===== config.mk =====
export PLATFORM = sky130hd
export DESIGN_NAME = cnn_conv_engine
export DESIGN_NICKNAME = d
export VERILOG_FILES = /design/src/rtl/cnn_conv_engine.sv
export SDC_FILE = /design/constraint.sdc
export NUM_CORES = 1
export LEC_CHECK = 0
export CORE_UTILIZATION = 40
export DETAILED_ROUTE_END_ITERATION = 7
export HOLD_SLACK_MARGIN = 0.08
export SYNTH_ARGS = -nofsm -noshare
export SYNTH_HDL_FRONTEND = slang
export SYNTH_SLANG_ARGS = --single-unit

===== constraint.sdc =====
create_clock -name i_Clk -period 8.05 [get_ports i_Clk]
set_input_delay 1.61 -clock i_Clk [delete_from_list [all_inputs] [get_ports i_Clk]]
set_output_delay 1.61 -clock i_Clk [all_outputs]
set_load 0.01 [all_outputs]

===== src/rtl/cnn_conv_engine.sv =====
// cnn_conv_engine: 3x3 binary convolution over a 28x28 binary image,
// feature counting per two-row band, and argmax over the 13 bands.
module cnn_conv_engine (
    input  logic        i_Clk,
    input  logic        i_Rst,
    input  logic        i_start,
    output logic [4:0]  o_row_addr,
    input  logic [27:0] i_row_data,
    input  logic [8:0]  i_kernel,
    input  logic [3:0]  i_threshold,
    output logic        o_busy,
    output logic        o_done,
    output logic [3:0]  o_result
);

    typedef enum logic [2:0] {
        IDLE,
        LOAD,
        CONV,
        FETCH,
        ARGMAX,
        DONE
    } state_t;

    state_t      state;
    state_t      state_nxt;

    logic        start_q;
    logic        armed;
    logic        start_edge;

    logic [8:0]  kernel_q;
    logic [3:0]  thr_q;

    logic [27:0] lb0;
    logic [27:0] lb1;
    logic [27:0] lb2;

    logic [4:0]  out_row;
    logic [4:0]  col;
    logic [3:0]  band;

    logic [5:0]  cnt [13];

    logic [3:0]  scan;
    logic [3:0]  best_idx;
    logic [5:0]  best_cnt;
    logic [5:0]  scan_cnt;
    logic        scan_gt;
    logic [3:0]  best_nxt;

    logic [27:0] s0;
    logic [27:0] s1;
    logic [27:0] s2;
    logic [8:0]  win;
    logic [8:0]  match;
    logic [3:0]  match_cnt;
    logic        feature;

    logic        col_last;
    logic        row_last;

    // armed blocks a start that was already high when reset released
    assign start_edge = i_start & ~start_q & armed;
    assign band       = out_row[4:1];
    assign col_last   = (col == 5'd25);
    assign row_last   = (out_row == 5'd25);

    // state register
    always_ff @(posedge i_Clk) begin
        if (i_Rst) begin
            state <= IDLE;
        end else begin
            state <= state_nxt;
        end
    end

    // next-state decode and status outputs
    always_comb begin
        state_nxt = state;
        o_busy    = 1'b1;
        o_done    = 1'b0;
        unique case (state)
            IDLE: begin
                o_busy = 1'b0;
                if (start_edge) begin
                    state_nxt = LOAD;
                end
            end
            LOAD: begin
                if (col == 5'd2) begin
                    state_nxt = CONV;
                end
            end
            CONV: begin
                if (col_last) begin
                    state_nxt = row_last ? ARGMAX : FETCH;
                end
            end
            FETCH: begin
                state_nxt = CONV;
            end
            ARGMAX: begin
                if (scan == 4'd12) begin
                    state_nxt = DONE;
                end
            end
            DONE: begin
                o_done    = 1'b1;
                state_nxt = IDLE;
            end
            default: begin
                state_nxt = IDLE;
            end
        endcase
    end

    // window extraction at col and XNOR popcount against the kernel
    always_comb begin
        s0        = lb0 << col;
        s1        = lb1 << col;
        s2        = lb2 << col;
        win       = {s0[27:25], s1[27:25], s2[27:25]};
        match     = ~(win ^ kernel_q);
        match_cnt = 4'd0;
        for (int i = 0; i < 9; i++) begin
            match_cnt = match_cnt + {3'b000, match[i]};
        end
        feature   = (match_cnt >= thr_q);
    end

    // argmax compare: strictly greater keeps the lowest index on ties
    always_comb begin
        scan_cnt = 6'd0;
        for (int i = 0; i < 13; i++) begin
            if (scan == 4'(i)) begin
                scan_cnt = cnt[i];
            end
        end
        scan_gt  = (scan_cnt > best_cnt);
        best_nxt = scan_gt ? scan : best_idx;
    end

    // datapath: start edge, line buffers, counters, scan and result
    always_ff @(posedge i_Clk) begin
        if (i_Rst) begin
            start_q    <= 1'b0;
            armed      <= 1'b0;
            kernel_q   <= 9'd0;
            thr_q      <= 4'd0;
            lb0        <= 28'd0;
            lb1        <= 28'd0;
            lb2        <= 28'd0;
            out_row    <= 5'd0;
            col        <= 5'd0;
            scan       <= 4'd0;
            best_idx   <= 4'd0;
            best_cnt   <= 6'd0;
            o_row_addr <= 5'd0;
            o_result   <= 4'd0;
            for (int i = 0; i < 13; i++) begin
                cnt[i] <= 6'd0;
            end
        end else begin
            start_q <= i_start;
            if (!i_start) begin
                armed <= 1'b1;
            end
            unique case (state)
                IDLE: begin
                    o_row_addr <= 5'd0;
                    if (start_edge) begin
                        kernel_q <= i_kernel;
                        thr_q    <= i_threshold;
                        col      <= 5'd0;
                        out_row  <= 5'd0;
                        for (int i = 0; i < 13; i++) begin
                            cnt[i] <= 6'd0;
                        end
                    end
                end
                LOAD: begin
                    case (col)
                        5'd0:    lb0 <= i_row_data;
                        5'd1:    lb1 <= i_row_data;
                        default: lb2 <= i_row_data;
                    endcase
                    if (col == 5'd2) begin
                        col     <= 5'd0;
                        out_row <= 5'd0;
                    end else begin
                        col        <= col + 5'd1;
                        o_row_addr <= col + 5'd1;
                    end
                end
                CONV: begin
                    if (feature) begin
                        for (int i = 0; i < 13; i++) begin
                            if (band == 4'(i)) begin
                                cnt[i] <= cnt[i] + 6'd1;
                            end
                        end
                    end
                    if (col_last) begin
                        col <= 5'd0;
                        if (row_last) begin
                            scan     <= 4'd0;
                            best_idx <= 4'd0;
                            best_cnt <= 6'd0;
                        end else begin
                            o_row_addr <= out_row + 5'd3;
                        end
                    end else begin
                        col <= col + 5'd1;
                    end
                end
                FETCH: begin
                    lb0     <= lb1;
                    lb1     <= lb2;
                    lb2     <= i_row_data;
                    out_row <= out_row + 5'd1;
                    col     <= 5'd0;
                end
                ARGMAX: begin
                    best_idx <= best_nxt;
                    if (scan_gt) begin
                        best_cnt <= scan_cnt;
                    end
                    scan <= scan + 4'd1;
                    if (scan == 4'd12) begin
                        o_result <= best_nxt;
                    end
                end
                DONE: begin
                    o_row_addr <= 5'd0;
                end
                default: begin
                    o_row_addr <= 5'd0;
                end
            endcase
        end
    end

endmodule


==> impl_metrics.json <==
{
  "endpoint_kind": "register",
  "cts_tree": "built",
  "yosys-top-cells-area": "dfxtp_1, edfxtp_1, mux4_2",
  "synth_edf_count": 72,
  "gp_congestion": 0.942,
  "clk_latency_ns": 0.54,
  "avgSynthCellArea_um2": 9.04,
  "route.detailed.drc": 0,
  "synth_top_area_share_pct": 21.7,
  "clock_path_buffers": 3,
  "num_rows": 65,
  "area_growth_pct": 11.1,
  "peakVddDrop_v": 0.000144,
  "critPathRequiredTime_ns": 8.27,
  "finalSetupViolCount": 0,
  "io_pins": 55,
  "drt_pre_antenna_iters": 5,
  "overflow": 0,
  "io_buffers": 54,
  "worst_slew_margin_rel_pct": 32.1,
  "layout_commonest_cell": "nand2_1",
  "power_leakage_nw": 4.87,
  "start_util_pct": 40.9,
  "via_count": 10900,
  "grt_max_degree": 73,
  "nNetsFinal": 1518,
  "wl_mm": 35.4,
  "cp_data_arrival_time_ns": 7.23,
  "period_needed_ns": 7.01,
  "seq_area_frac_synth_pct": 38.4,
  "grt_pass1_vias": 10300,
  "tns_ns": 0,
  "min_period_over_period_pct": 87.0,
  "skew_ns": 0.0112,
  "power.density_mw_per_mm2": 217,
  "clock.fmax_mhz": 143,
  "grt_pass1_wl_mm": 57.5,
  "drive_above_1_share_pct": 9.37,
  "synth_ff_type": "dfxtp_1",
  "die_w_um": 182,
  "routedWlPerCell_um": 18.7,
  "htree_levels": 1,
  "power_mw": 3.13,
  "vias_per_cell": 5.79,
  "ys_seq_elements": 213,
  "postCtsSetupRepairBufs": 0,
  "holdBufCountCts": 0,
  "cap_violations": 0,
  "antenna_found_initial": 0,
  "cp_max_fo": 23,
  "nFillCells": 3064,
  "synth_cells": 1438,
  "cts_sinks": 213,
  "critPathKind": "reg -> reg",
  "synth_cell_type_count": 75,
  "hold_class": "reg -> reg",
  "slew_violations": 0,
  "final_cell_mix": "nand2_1, nor2_1, dfxtp_1",
  "antenna_cells": 0,
  "grtUsageTotal_pct": 21.4,
  "netlist_area_mm2": 0.0130,
  "async_reset_ff_share_pct": 0,
  "cp-start-kind": "register",
  "synth_nets": 1523,
  "rsz0062_at_grt": "no",
  "clkSlewWorstSetupHoldPaths_ns": 0.06,
  "hold_viol_final": 0,
  "die_h_um": 182,
  "worst_pin_slew_ns": 1.02,
  "cts_resized": 0,
  "die_area_mm2": 0.0332,
  "status": "completed",
  "yosysWarnings": 0,
  "drt-initial-drc-count": 942,
  "root_buffer": "clkbuf_16",
  "cts_buffers": 25,
  "ant_nets": 0,
  "yosysTopAreaCell": "dfxtp_1",
  "dp_hpwl_mm": 25.0,
  "core_area_mm2": 0.0318
}
[power breakdown]
| part | leakage, nW | total (mW) | switching [mW] | internal [mW] |
|---|---|---|---|---|
| sequential | 1.90 | 1.33 | 0.131 | 1.20 |
| combinational | 2.60 | 0.734 | 0.433 | 0.301 |
| clock | 0.374 | 1.07 | 0.460 | 0.612 |
[routing by layer]
layer / vias up / GRT usage [%] / wire length, um
met1: 5296 / 29.4 / 15800
met2: 342 / 35.4 / 16700
li1: 5222 / - / -
met3: 60 / 3.23 / 2050
met5: - / 0 / 0
met4: 0 / 5.18 / 782
[cells by family after synthesis]
logic type | Yosys count | share of synthesized area (%)
muxes | 75 | 10.5
xor gates and xnor gates | 69 | 4.65
adders and majority gates | 41 | 4.24
DFF | 213 | 38.4
buffers and inverters | 150 | 5.65
and+or+nand+nor | 590 | 20.4
AOI/OAI and AO/OA | 300 | 16.2
[state kept, by name, indices dropped and copies added (netlist names), 5 cells and up]
signal / cells
cnt: 78
lb0: 28
lb1: 28
lb2: 28
kernel_q: 9
best_cnt: 6
col: 5
o_row_addr: 5
out_row: 5
[cell usage after synthesis, drive strengths merged (4+ instances only)]
cell and instances:
clkbuf 40, or3 4, a41oi 6, a21oi 94, o21a 4, nand3 106
nand3b 6, a32oi 5, ha 36, xnor2 39, mux4 48, o21ai 33
nor3 12, dfxtp 141, o22ai 25, o221a 4, xor2 30, nand2 207
a221o 5, nand4 8, nand2b 15, a211oi 11, nor2 189, nor2b 12
buf 65, edfxtp 72, and3 15, a311oi 60, inv 45, a22o 10
fa 5, mux2i 27, a221oi 7
[stage by stage]
step | instance area, um2 | worst slack, ns | cells | utilization (%) | hold slack, ns
after floorplan | 13000 | 1.70 | 1438 | - | 0.426
after global placement | 13700 | 1.15 | 1841 | 43.0 | 0.435
after detailed placement | 13700 | 1.01 | 1841 | 43.0 | 0.442
after CTS | 14400 | 1.03 | 1887 | 45.4 | 0.452
after global routing | 14400 | 0.522 | 1887 | 45.4 | 0.476
final | 14400 | 1.04 | 1887 | 45.4 | 0.449
[path summary, 6_finish.rpt]
check	to	cells past startpoint	from	slack, ns
worst max-delay path	cnt[0][41]	21	col[2]	1.04
worst min-delay path	armed	2	armed	0.45
worst max register to register	cnt[0][41]	21	col[2]	1.04
worst min register to register	armed	2	armed	0.45
[cell type report]
class                           count  area, um2  share of cell area [%]
Multi-Input combinational cell   1075       7290                    50.4
Clock inverter                     17        123                   0.849
Timing Repair Buffer               73        681                    4.71
Tap cell                          435        544                    3.77
Sequential cell                   213       4990                    34.5
Inverter                           45        169                    1.17
Clock buffer                       29        651                    4.50
[worst max-delay path: stages, from the launching register on]
cell	delay (ns)
dfxtp_1	0.80
inv_1	0.27
nor2_1	0.41
a221oi_1	0.16
nor3_1	0.22
xnor2_1	0.13
fa_1	0.58
inv_1	0.07
fa_1	0.53
inv_1	0.05
fa_1	0.52
inv_1	0.05
fa_1	0.47
fa_1	0.39
xnor2_1	0.14
ha_1	0.28
o21a_1	0.10
nor2_1	0.05
a21oi_1	0.56
and3_1	0.41
nand2_1	0.19
nand2_1	0.29
No activity file was read; power rests on OpenSTA's default activity.
